File: src/rtl/counter_pkg.sv
// -----------------------------------------------------------------------------
// counter_pkg
// Shared types and constants for the BCD event counter and its seven-segment
// scan driver.
//   bcd_digit_t        : one BCD digit (values 0..9 only)
//   GLYPH_0..GLYPH_9   : active-low segment patterns, bit order {g,f,e,d,c,b,a}
//   GLYPH_BLANK        : all segments off
//   DEFAULT_NUM_DIGITS : default digit count of counter and display
// -----------------------------------------------------------------------------
package counter_pkg;

   typedef logic [3:0] bcd_digit_t;

   localparam int DEFAULT_NUM_DIGITS = 4;

   localparam logic [6:0] GLYPH_0     = 7'b1000000;
   localparam logic [6:0] GLYPH_1     = 7'b1111001;
   localparam logic [6:0] GLYPH_2     = 7'b0100100;
   localparam logic [6:0] GLYPH_3     = 7'b0110000;
   localparam logic [6:0] GLYPH_4     = 7'b0011001;
   localparam logic [6:0] GLYPH_5     = 7'b0010010;
   localparam logic [6:0] GLYPH_6     = 7'b0000010;
   localparam logic [6:0] GLYPH_7     = 7'b1111000;
   localparam logic [6:0] GLYPH_8     = 7'b0000000;
   localparam logic [6:0] GLYPH_9     = 7'b0010000;
   localparam logic [6:0] GLYPH_BLANK = 7'b1111111;

   // Codes 10..15 never occur in the counter; blank them rather than guess.
   function automatic logic [6:0] seg7_decode(input bcd_digit_t d);
      case (d)
         4'd0:    return GLYPH_0;
         4'd1:    return GLYPH_1;
         4'd2:    return GLYPH_2;
         4'd3:    return GLYPH_3;
         4'd4:    return GLYPH_4;
         4'd5:    return GLYPH_5;
         4'd6:    return GLYPH_6;
         4'd7:    return GLYPH_7;
         4'd8:    return GLYPH_8;
         4'd9:    return GLYPH_9;
         default: return GLYPH_BLANK;
      endcase
   endfunction

endpackage

File: src/rtl/seg7_scan.sv
// -----------------------------------------------------------------------------
// seg7_scan
// Time-multiplexes a packed BCD value onto a common-anode seven-segment display.
// Each digit is lit for SCAN_DIV cycles, scanning digit 0 upward.
//   i_clk       : clock, rising edge
//   i_rst       : asynchronous active-high reset
//   i_count_bcd : 4*NUM_DIGITS packed BCD, digit 0 in [3:0]
//   o_seg_n     : registered active-low segments {g,f,e,d,c,b,a}
//   o_an_n      : registered active-low digit enables, one-hot-low
// -----------------------------------------------------------------------------
module seg7_scan
   import counter_pkg::*;
#(
   parameter int NUM_DIGITS = DEFAULT_NUM_DIGITS,
   parameter int SCAN_DIV   = 100000
) (
   input  logic                    i_clk,
   input  logic                    i_rst,
   input  logic [4*NUM_DIGITS-1:0] i_count_bcd,
   output logic [6:0]              o_seg_n,
   output logic [NUM_DIGITS-1:0]   o_an_n
);

   localparam int CNT_W = (SCAN_DIV > 1) ? $clog2(SCAN_DIV) : 1;
   localparam int IDX_W = (NUM_DIGITS > 1) ? $clog2(NUM_DIGITS) : 1;

   logic [CNT_W-1:0]      r_scan_cnt;
   logic [IDX_W-1:0]      r_scan_idx;
   logic [6:0]            r_seg_n;
   logic [NUM_DIGITS-1:0] r_an_n;

   logic                  w_scan_tc;
   bcd_digit_t            w_digit;
   logic [NUM_DIGITS-1:0] w_an_n;

   assign w_scan_tc = (r_scan_cnt == CNT_W'(SCAN_DIV - 1));

   // Digit select and enable pattern from the current scan index.
   always_comb begin
      w_digit = '0;
      w_an_n  = '1;
      for (int i = 0; i < NUM_DIGITS; i++) begin
         if (r_scan_idx == IDX_W'(i)) begin
            w_digit   = i_count_bcd[4*i +: 4];
            w_an_n[i] = 1'b0;
         end
      end
   end

   always_ff @(posedge i_clk or posedge i_rst) begin
      if (i_rst) begin
         r_scan_cnt <= '0;
         r_scan_idx <= '0;
      end else if (w_scan_tc) begin
         r_scan_cnt <= '0;
         if (r_scan_idx == IDX_W'(NUM_DIGITS - 1))
            r_scan_idx <= '0;
         else
            r_scan_idx <= r_scan_idx + IDX_W'(1);
      end else begin
         r_scan_cnt <= r_scan_cnt + CNT_W'(1);
      end
   end

   // Enable and glyph share one register stage so they always change together.
   always_ff @(posedge i_clk or posedge i_rst) begin
      if (i_rst) begin
         r_an_n  <= ~NUM_DIGITS'(1);
         r_seg_n <= GLYPH_0;
      end else begin
         r_an_n  <= w_an_n;
         r_seg_n <= seg7_decode(w_digit);
      end
   end

   assign o_seg_n = r_seg_n;
   assign o_an_n  = r_an_n;

endmodule

File: src/rtl/bcd_counter_display.sv
// -----------------------------------------------------------------------------
// bcd_counter_display
// Four-digit (NUM_DIGITS) decimal up/down event counter fed by single-cycle
// debounced pulses, with a multiplexed seven-segment display driver.
//   global_clock : clock, rising edge
//   reset        : asynchronous active-high reset
//   inc_pulse    : increment command (one event per high cycle)
//   dec_pulse    : decrement command
//   clr_pulse    : clear command, highest priority
//   count_bcd    : registered BCD count, digit 0 in [3:0]
//   overflow     : one-cycle pulse, increment attempted at all-nines
//   underflow    : one-cycle pulse, decrement attempted at zero
//   seg_n        : active-low segments {g,f,e,d,c,b,a}
//   an_n         : active-low digit enables, one-hot-low
// -----------------------------------------------------------------------------
module bcd_counter_display
   import counter_pkg::*;
#(
   parameter int NUM_DIGITS = DEFAULT_NUM_DIGITS,
   parameter int SCAN_DIV   = 100000,
   parameter bit WRAP       = 1'b1
) (
   input  logic                    global_clock,
   input  logic                    reset,
   input  logic                    inc_pulse,
   input  logic                    dec_pulse,
   input  logic                    clr_pulse,
   output logic [4*NUM_DIGITS-1:0] count_bcd,
   output logic                    overflow,
   output logic                    underflow,
   output logic [6:0]              seg_n,
   output logic [NUM_DIGITS-1:0]   an_n
);

   localparam int                    CW        = 4 * NUM_DIGITS;
   localparam logic [CW-1:0]         ALL_NINES = {NUM_DIGITS{4'h9}};

   logic [CW-1:0] r_count_bcd;
   logic          r_overflow;
   logic          r_underflow;

   logic [CW-1:0] w_next_count;
   logic          w_overflow;
   logic          w_underflow;

   // Ripple carry through the digits; all-nines naturally rolls to zero.
   function automatic logic [CW-1:0] bcd_increment(input logic [CW-1:0] v);
      logic [CW-1:0] res;
      logic          carry;
      bcd_digit_t    d;
      res   = v;
      carry = 1'b1;
      for (int i = 0; i < NUM_DIGITS; i++) begin
         d = v[4*i +: 4];
         if (carry) begin
            if (d == 4'd9) begin
               res[4*i +: 4] = 4'd0;
            end else begin
               res[4*i +: 4] = d + 4'd1;
               carry         = 1'b0;
            end
         end
      end
      return res;
   endfunction

   // Ripple borrow through the digits; zero naturally rolls to all-nines.
   function automatic logic [CW-1:0] bcd_decrement(input logic [CW-1:0] v);
      logic [CW-1:0] res;
      logic          borrow;
      bcd_digit_t    d;
      res    = v;
      borrow = 1'b1;
      for (int i = 0; i < NUM_DIGITS; i++) begin
         d = v[4*i +: 4];
         if (borrow) begin
            if (d == 4'd0) begin
               res[4*i +: 4] = 4'd9;
            end else begin
               res[4*i +: 4] = d - 4'd1;
               borrow        = 1'b0;
            end
         end
      end
      return res;
   endfunction

   // Command priority: clear, then inc+dec cancel, then inc, then dec.
   always_comb begin
      w_next_count = r_count_bcd;
      w_overflow   = 1'b0;
      w_underflow  = 1'b0;
      if (clr_pulse) begin
         w_next_count = '0;
      end else if (inc_pulse && dec_pulse) begin
         w_next_count = r_count_bcd;
      end else if (inc_pulse) begin
         if (r_count_bcd == ALL_NINES) begin
            w_overflow   = 1'b1;
            w_next_count = WRAP ? '0 : r_count_bcd;
         end else begin
            w_next_count = bcd_increment(r_count_bcd);
         end
      end else if (dec_pulse) begin
         if (r_count_bcd == '0) begin
            w_underflow  = 1'b1;
            w_next_count = WRAP ? ALL_NINES : r_count_bcd;
         end else begin
            w_next_count = bcd_decrement(r_count_bcd);
         end
      end
   end

   always_ff @(posedge global_clock or posedge reset) begin
      if (reset) begin
         r_count_bcd <= '0;
         r_overflow  <= 1'b0;
         r_underflow <= 1'b0;
      end else begin
         r_count_bcd <= w_next_count;
         r_overflow  <= w_overflow;
         r_underflow <= w_underflow;
      end
   end

   assign count_bcd = r_count_bcd;
   assign overflow  = r_overflow;
   assign underflow = r_underflow;

   seg7_scan #(
      .NUM_DIGITS (NUM_DIGITS),
      .SCAN_DIV   (SCAN_DIV)
   ) u_scan (
      .i_clk       (global_clock),
      .i_rst       (reset),
      .i_count_bcd (r_count_bcd),
      .o_seg_n     (seg_n),
      .o_an_n      (an_n)
   );

endmodule

File: config.mk
export PLATFORM = sky130hd
export DESIGN_NAME = bcd_counter_display
export DESIGN_NICKNAME = d
export VERILOG_FILES = /design/src/rtl/counter_pkg.sv /design/src/rtl/seg7_scan.sv /design/src/rtl/bcd_counter_display.sv
export SDC_FILE = /design/constraint.sdc
export NUM_CORES = 1
export LEC_CHECK = 0
export ABC_AREA = 1
export CAP_MARGIN = 20
export CELL_PAD_IN_SITES_DETAIL_PLACEMENT = 1
export CELL_PAD_IN_SITES_GLOBAL_PLACEMENT = 2
export CORE_MARGIN = 10
export CORE_UTILIZATION = 35
export CTS_CLUSTER_DIAMETER = 80
export CTS_CLUSTER_SIZE = 25
export DETAILED_ROUTE_END_ITERATION = 8
export GPL_ROUTABILITY_DRIVEN = 0
export PLACE_DENSITY_LB_ADDON = 0.1
export SYNTH_ARGS = -nofsm -noshare
export SYNTH_HDL_FRONTEND = slang
export SYNTH_SLANG_ARGS = --single-unit
export TNS_END_PERCENT = 50
File: constraint.sdc
create_clock -name global_clock -period 4.4 [get_ports global_clock]
set_input_delay 0.44 -clock global_clock [delete_from_list [all_inputs] [get_ports global_clock]]
set_output_delay 0.44 -clock global_clock [all_outputs]
set_load 0.1 [all_outputs]
==> flow_summary.toml, run 1 <==
[synthesis]
count_of_mapped_cells_out_of_synthesis = 420
synthesis.yosys.warnings = 0
post_synthesis_register_bit_count = 48
synth-seq-area-share = 0.3870
synth_top_cell_by_area = "dfrtp_1"
yosys.area.top_type_share = 0.3533
synth_nets = 443
post_synth.cell_area_avg_um2 = 7.421
number_of_enable_type_register_cells_in_the_synthesized_netlist = 0
netlist_top_cells_area = "dfrtp_1, nand2_1, inv_1"
leading_post_synthesis_cells_by_instance_count = "nand2_1, inv_1, dfrtp_1, nor2_1, nand3_1"
asr_flop_ratio_synth = 1.000
synth_top_flop_cell = "dfrtp_1"
syn_area_um2 = 3117
yosysMostFrequentCell = "nand2_1"
yosysUniqueCellTypes = 34

[cells_and_area]
finish.utilization = 0.4258
syn_to_final_growth_pct = 18.55
post_route_cells_drive_above_1_share = 0.06127
nets = 479
antenna_cells = 0

[critical_path]
critical-path-top-delay-family = "buffers and inverters"
path_class = "reg -> out"
endpoint_kind = "output port"
crit_chain = "clkdlybuf4s50_1"
worstPathBufferInverterCount = 1
critical-path-max-stage-delay_ps = 1210
required_worst_endpoint_ps = 3960
crit_start = "count_bcd[12]"
start_kind = "flip-flop"
crit_path_max_fanout = 9
worstPathArrival_ps = 2080
critical_path.slowest_cell = "clkdlybuf4s50_1"
worst_reg2reg_path_startpoint = "u_scan.r_scan_idx[0]"

[drt]
routed_wirelength_mm = 8.466
wl_per_cell_um = 14.98
remaining_drc_errors = 0
final_antenna_net_count = 0
first_iter_violations = 107
first_pass_iters = 4
num_vias = 2807
vias_per_cell = 4.968

[sta]
fin_crit_sh = 0.5738
max_slew_margin = 0.3367
timing.clock.skew_ps = 16.43
final-max-slew-violation-count = 0
max_slew.worst_pin.slew_ps = 991.9
finalHoldViolCount = 0
unrepaired_setup_endpoints_after_global_routing = "false"
timing.setup.tns_ps = 0
min_period_ps = 2525
report.final.setup_viol = 0
max_clock_freq_ghz = 0.3961

[power_and_ir_drop]
ir_drop_uv = 413.6
p_leak_nw = 1.756
design_power_mw = 2.131
power_density_nw_per_um2 = 576.6

[clocking]
cts.reportedPaths.clkPinSlew_ps = 90
cts_sinks = 48
tritoncts_clock_tree = "built"
cts-resized-gates = 0
cts_inserted_buffers = 5
postCtsSetupBuffers = 0
clock-root-buffer = "clkbuf_8"
cts.hold.buffers_added = 0
clkLatencyLatePin_ps = 310
htreeDepth = 2
ctsLongestPathBuffers = 2

[global_route]
grt_pass1_vias = 2934
grt_start_max_net_pins = 49
grt_overflow = 0
grt_antenna_before_repair = 0
grt_first_pass_wirelength_mm = 14.59
globalRouteTotalUtil = 0.1355

[placed_design]
place.port_buffers = 33
post-dp-hpwl_mm = 6.539

[floorplan]
floorplan.initialDensity = 0.3591
floorplan.core_area_um2 = 8678
top_level_ports = 34
die-width_um = 114.4
num_rows = 34
die_height_um = 114.4
design.die.area_um2 = 13080

[hold_path]
hold_path_class = "in -> async"

[status]
run_status = "complete, no violations"

[run]
cap_viol_max_count = 0
## power breakdown
| group | switching [mW] | internal (mW) | total (mW) | leakage [nW] |
|---|---|---|---|---|
| registers | 0.110 | 0.512 | 0.622 | 0.616 |
| clock network | 0.157 | 0.227 | 0.385 | 0.0654 |
| logic | 0.849 | 0.275 | 1.12 | 1.07 |
| total | 1.12 | 1.01 | 2.13 | 1.76 |
## through the flow
step / cells / worst slack, ps / area [um^2] / hold slack [ps]
final: 565 / 1875 / 3695 / 360.4
after global routing: 565 / 1816 / 3695 / 375.7
after CTS: 564 / 1866 / 3675 / 473.7
after detailed placement: 556 / 1820 / 3542 / 460.6
after global placement: 556 / 1878 / 3542 / 457.8
after floorplan: 420 / 2205 / 3117 / 432.9
## state kept, by name, summed over array words and instances (netlist names)
signal / count
u_scan.r_scan_cnt: 17
overflow: 1
u_scan.o_an_n: 4
count_bcd: 16
u_scan.o_seg_n: 7
u_scan.r_scan_idx: 2
underflow: 1
## cells by family after synthesis
group | after synthesis | share of synthesized area
AOI/OAI and AO/OA | 61 | 0.1092
xor gates and xnor gates | 16 | 0.04496
adders and majority gates | 18 | 0.07226
buffers and inverters | 75 | 0.09754
DFF | 48 | 0.3870
and+or+nand+nor | 202 | 0.2890
## area by class of cell
cell class                 count  area [um^2]
multi-input combinational    297         1607
tap                          108        135.1
inverter                      70        264.0
timing repair buffer          34        350.3
clock buffer                   6        72.57
clock inverter                 2        60.06
sequential                    48         1206
fill                        1107         4984
## worst paths after layout
kind	to	slack [ps]	depth (start not counted)
worst max-delay path	count_bcd[12]	1880	1
worst min-delay path	count_bcd[15]	360	2
worst max register to register	u_scan.o_seg_n[3]	2210	12
worst min register to register	u_scan.r_scan_cnt[0]	460	1
max in group asynchronous	u_scan.o_an_n[1]	3490	3
min in group global_clock	u_scan.r_scan_cnt[0]	460	1
## cells in the final DEF (no fill, tap or decap), types with 4 or more instances in the layout
cell / n
dfstp_2: 4
o21ai_0: 21
o21ai_1: 14
inv_2: 4
o211ai_1: 7
nor2_1: 43
xor2_1: 13
clkdlybuf4s50_1: 33
nand2_1: 89
a21oi_1: 15
nand3_1: 40
nand4_1: 7
clkbuf_8: 5
nor3_1: 10
inv_1: 64
nand2_2: 4
ha_1: 18
dfrtp_1: 44
## metal layers
layer,vias up,part of all wire,GRT usage
li1,1421,-,-
met1,1349,0.46,0.1655
met2,28,0.49,0.2350
met3,9,0.036,0.03145
met4,0,0.011,0.03175
met5,-,0,0
No activity file was read; power rests on OpenSTA's default activity.
==> run 2, diff against run 1 <==
Settings changed: CORE_UTILIZATION 35 to 33.
Clock period 4.4 ns to 2.4 ns, I/O delays scaled along.
==> run 2 against run 1 <==
Against the previous run:
- sequential power up 80%
- final cell count up 4.4%
- hold slack worse by 130 ps
- global-route usage up 0.20 points
- die area up 5.0%
- critical path depth up 11
- sequential share of layout area up 0.61 points
- combinational power up 84%
- sequential cell count unchanged
- setup slack worse by 1500 ps
- critical path type is now reg -> reg
- critical endpoint is now u_scan.o_seg_n[3]
- largest cell class unchanged
- largest power group unchanged
==> flow_summary.toml, run 2 (synthesized netlist as in run 1, its figures left out) <==
[sta]
max_slew.worst_pin.slew_ps = 402.6
max_slew_margin = 0.7312
unrepaired_setup_endpoints_after_global_routing = "false"
min_period_ps = 2046
final.hold.worst_slack_ps = 234.9
max_clock_freq_ghz = 0.4887
timing.setup.tns_ps = 0
timing.clock.skew_ps = 5.207
finalHoldViolCount = 0
report.final.setup_viol = 0
final-max-slew-violation-count = 0
fin_crit_sh = 0.8526

[critical_path]
path_class = "reg -> reg"
worstSetupEndpoint = "u_scan.o_seg_n[3]"
crit_path_max_fanout = 7
rr_worst_depth = 12
crit_start = "u_scan.r_scan_idx[0]"
worstPathArrival_ps = 2240
required_worst_endpoint_ps = 2600
regToRegEndpoint = "u_scan.o_seg_n[3]"
worst_reg2reg_path_startpoint = "u_scan.r_scan_idx[0]"
start_kind = "flip-flop"
r2r_slack_ps = 350
endpoint_kind = "flip-flop"

[clocking]
cts-resized-gates = 0
clock-root-buffer = "clkbuf_8"
tritoncts_clock_tree = "built"
htreeDepth = 2
ctsLongestPathBuffers = 2
cts.reportedPaths.clkPinSlew_ps = 90
cts_sinks = 48
postCtsSetupBuffers = 0
cts.hold.buffers_added = 0
cts_inserted_buffers = 5
clkLatencyLatePin_ps = 300

[cells_and_area]
antenna_cells = 0
footprint_of_the_multi_input_gates_um2 = 1607
final_design_area_no_fill_um2 = 3627
final_cell_mix = "nand2_1, inv_1, dfrtp_1, nor2_1, nand3_1"
largest_register_ffs = 17
largest-register = "u_scan.r_scan_cnt"
nets = 483
final_common_cell = "nand2_1"
layout.filler_cells = 1175
syn_to_final_growth_pct = 16.38
post_route_cells_drive_above_1_share = 0.1302
seq_area_um2 = 1206
finish.utilization = 0.3926

[floorplan]
design.die.area_um2 = 13730
top_level_ports = 34
die_height_um = 117.2
floorplan.initialDensity = 0.3373
floorplan.core_area_um2 = 9240
die-width_um = 117.2
num_rows = 35

[global_route]
grt_antenna_before_repair = 0
grt_overflow = 0
globalRouteTotalUtil = 0.1375
grt_start_max_net_pins = 33
grt_first_pass_wirelength_mm = 15.21
grt_pass1_vias = 3129

[drt]
num_vias = 2837
first_pass_iters = 4
wl_per_cell_um = 14.60
routed_wirelength_mm = 8.612
remaining_drc_errors = 0
first_iter_violations = 102
vias_per_cell = 4.808
final_antenna_net_count = 0

[power_and_ir_drop]
cell_internal_pwr_mw = 1.619
ir_drop_uv = 547.9
p_switching_mw = 2.051
sequential_power_share = 0.305
power_density_nw_per_um2 = 1012
netSwitchingFraction = 0.5588
p_leak_nw = 1.791
share_comb_of_total_power = 0.560
p_clk_frac = 0.135

[placed_design]
place.port_buffers = 33
post_dp_cell_area_um2 = 3546
post-dp-hpwl_mm = 6.885

[status]
run_status = "complete, no violations"

[hold_path]
hold_path_class = "in -> async"

[run]
cap_viol_max_count = 0
[run 2: changes by cell type in the layout (fill, tap and decap cells not counted), sizes merged]
| cell | change |
|---|---|
| clkdlybuf4s50 | -29 |
| clkbuf | +1 |
| clkinv | +1 |
| bufinv | -2 |
| buf | +33 |
[run 2: worst min path at each step]
stage / start / to / slack, ps / cells after the start
4_1_cts: reset / count_bcd[15] / 250 / 2
3_5_place_dp: u_scan.r_scan_cnt[0] / u_scan.r_scan_cnt[0] / 470 / 1
3_3_place_gp: u_scan.r_scan_cnt[0] / u_scan.r_scan_cnt[0] / 450 / 1
6_report: reset / u_scan.o_seg_n[5] / 230 / 2
5_1_grt: reset / u_scan.o_seg_n[1] / 270 / 2
2_1_floorplan: dec_pulse / underflow / 410 / 2
[run 2: power by group through the flow]
stage               registers (mW)  clock network [mW]  logic (mW)
finish                        1.12               0.495        2.06
global route                  1.15               0.562        2.23
CTS                           1.12               0.520        2.08
detailed placement            1.14                   0        2.07
global placement              1.13                   0        2.06
floorplan                     2.03                   0       0.693
[run 2: through the flow]
step	std cells	setup WS [ps]	power, mW
after floorplan	420	204.9	2.720
after global placement	582	450.7	3.187
after detailed placement	582	341.3	3.214
after CTS	590	327.7	3.725
after global routing	590	111.3	3.942
final	590	353.7	3.670
[run 2: layer usage]
metal	global-route usage	vias to the layer above	wire, um
met5	0	-	0
met3	0.02497	9	217
met2	0.2500	27	4333
met4	0.02801	0	86
met1	0.1647	1370	3974
li1	-	1431	-
[run 2: cell type report]
class / count / share of cell area
Clock buffer: 7 / 0.02104
Multi-Input combinational cell: 297 / 0.4429
Sequential cell: 48 / 0.3325
Inverter: 70 / 0.07278
Clock inverter: 1 / 0.001380
Timing Repair Buffer: 38 / 0.08486
Tap cell: 129 / 0.04450
[run 2: critical path, cell delays in order (launching register included)]
cell and delay, ps:
dfrtp_1 430, inv_1 100, ha_1 280, inv_1 110, nand3_1 90, nand2_1 60, nand2_1 100, inv_1 80
ha_1 260, a21boi_0 240, nor2_1 80, nand2_1 60, nand2_1 40
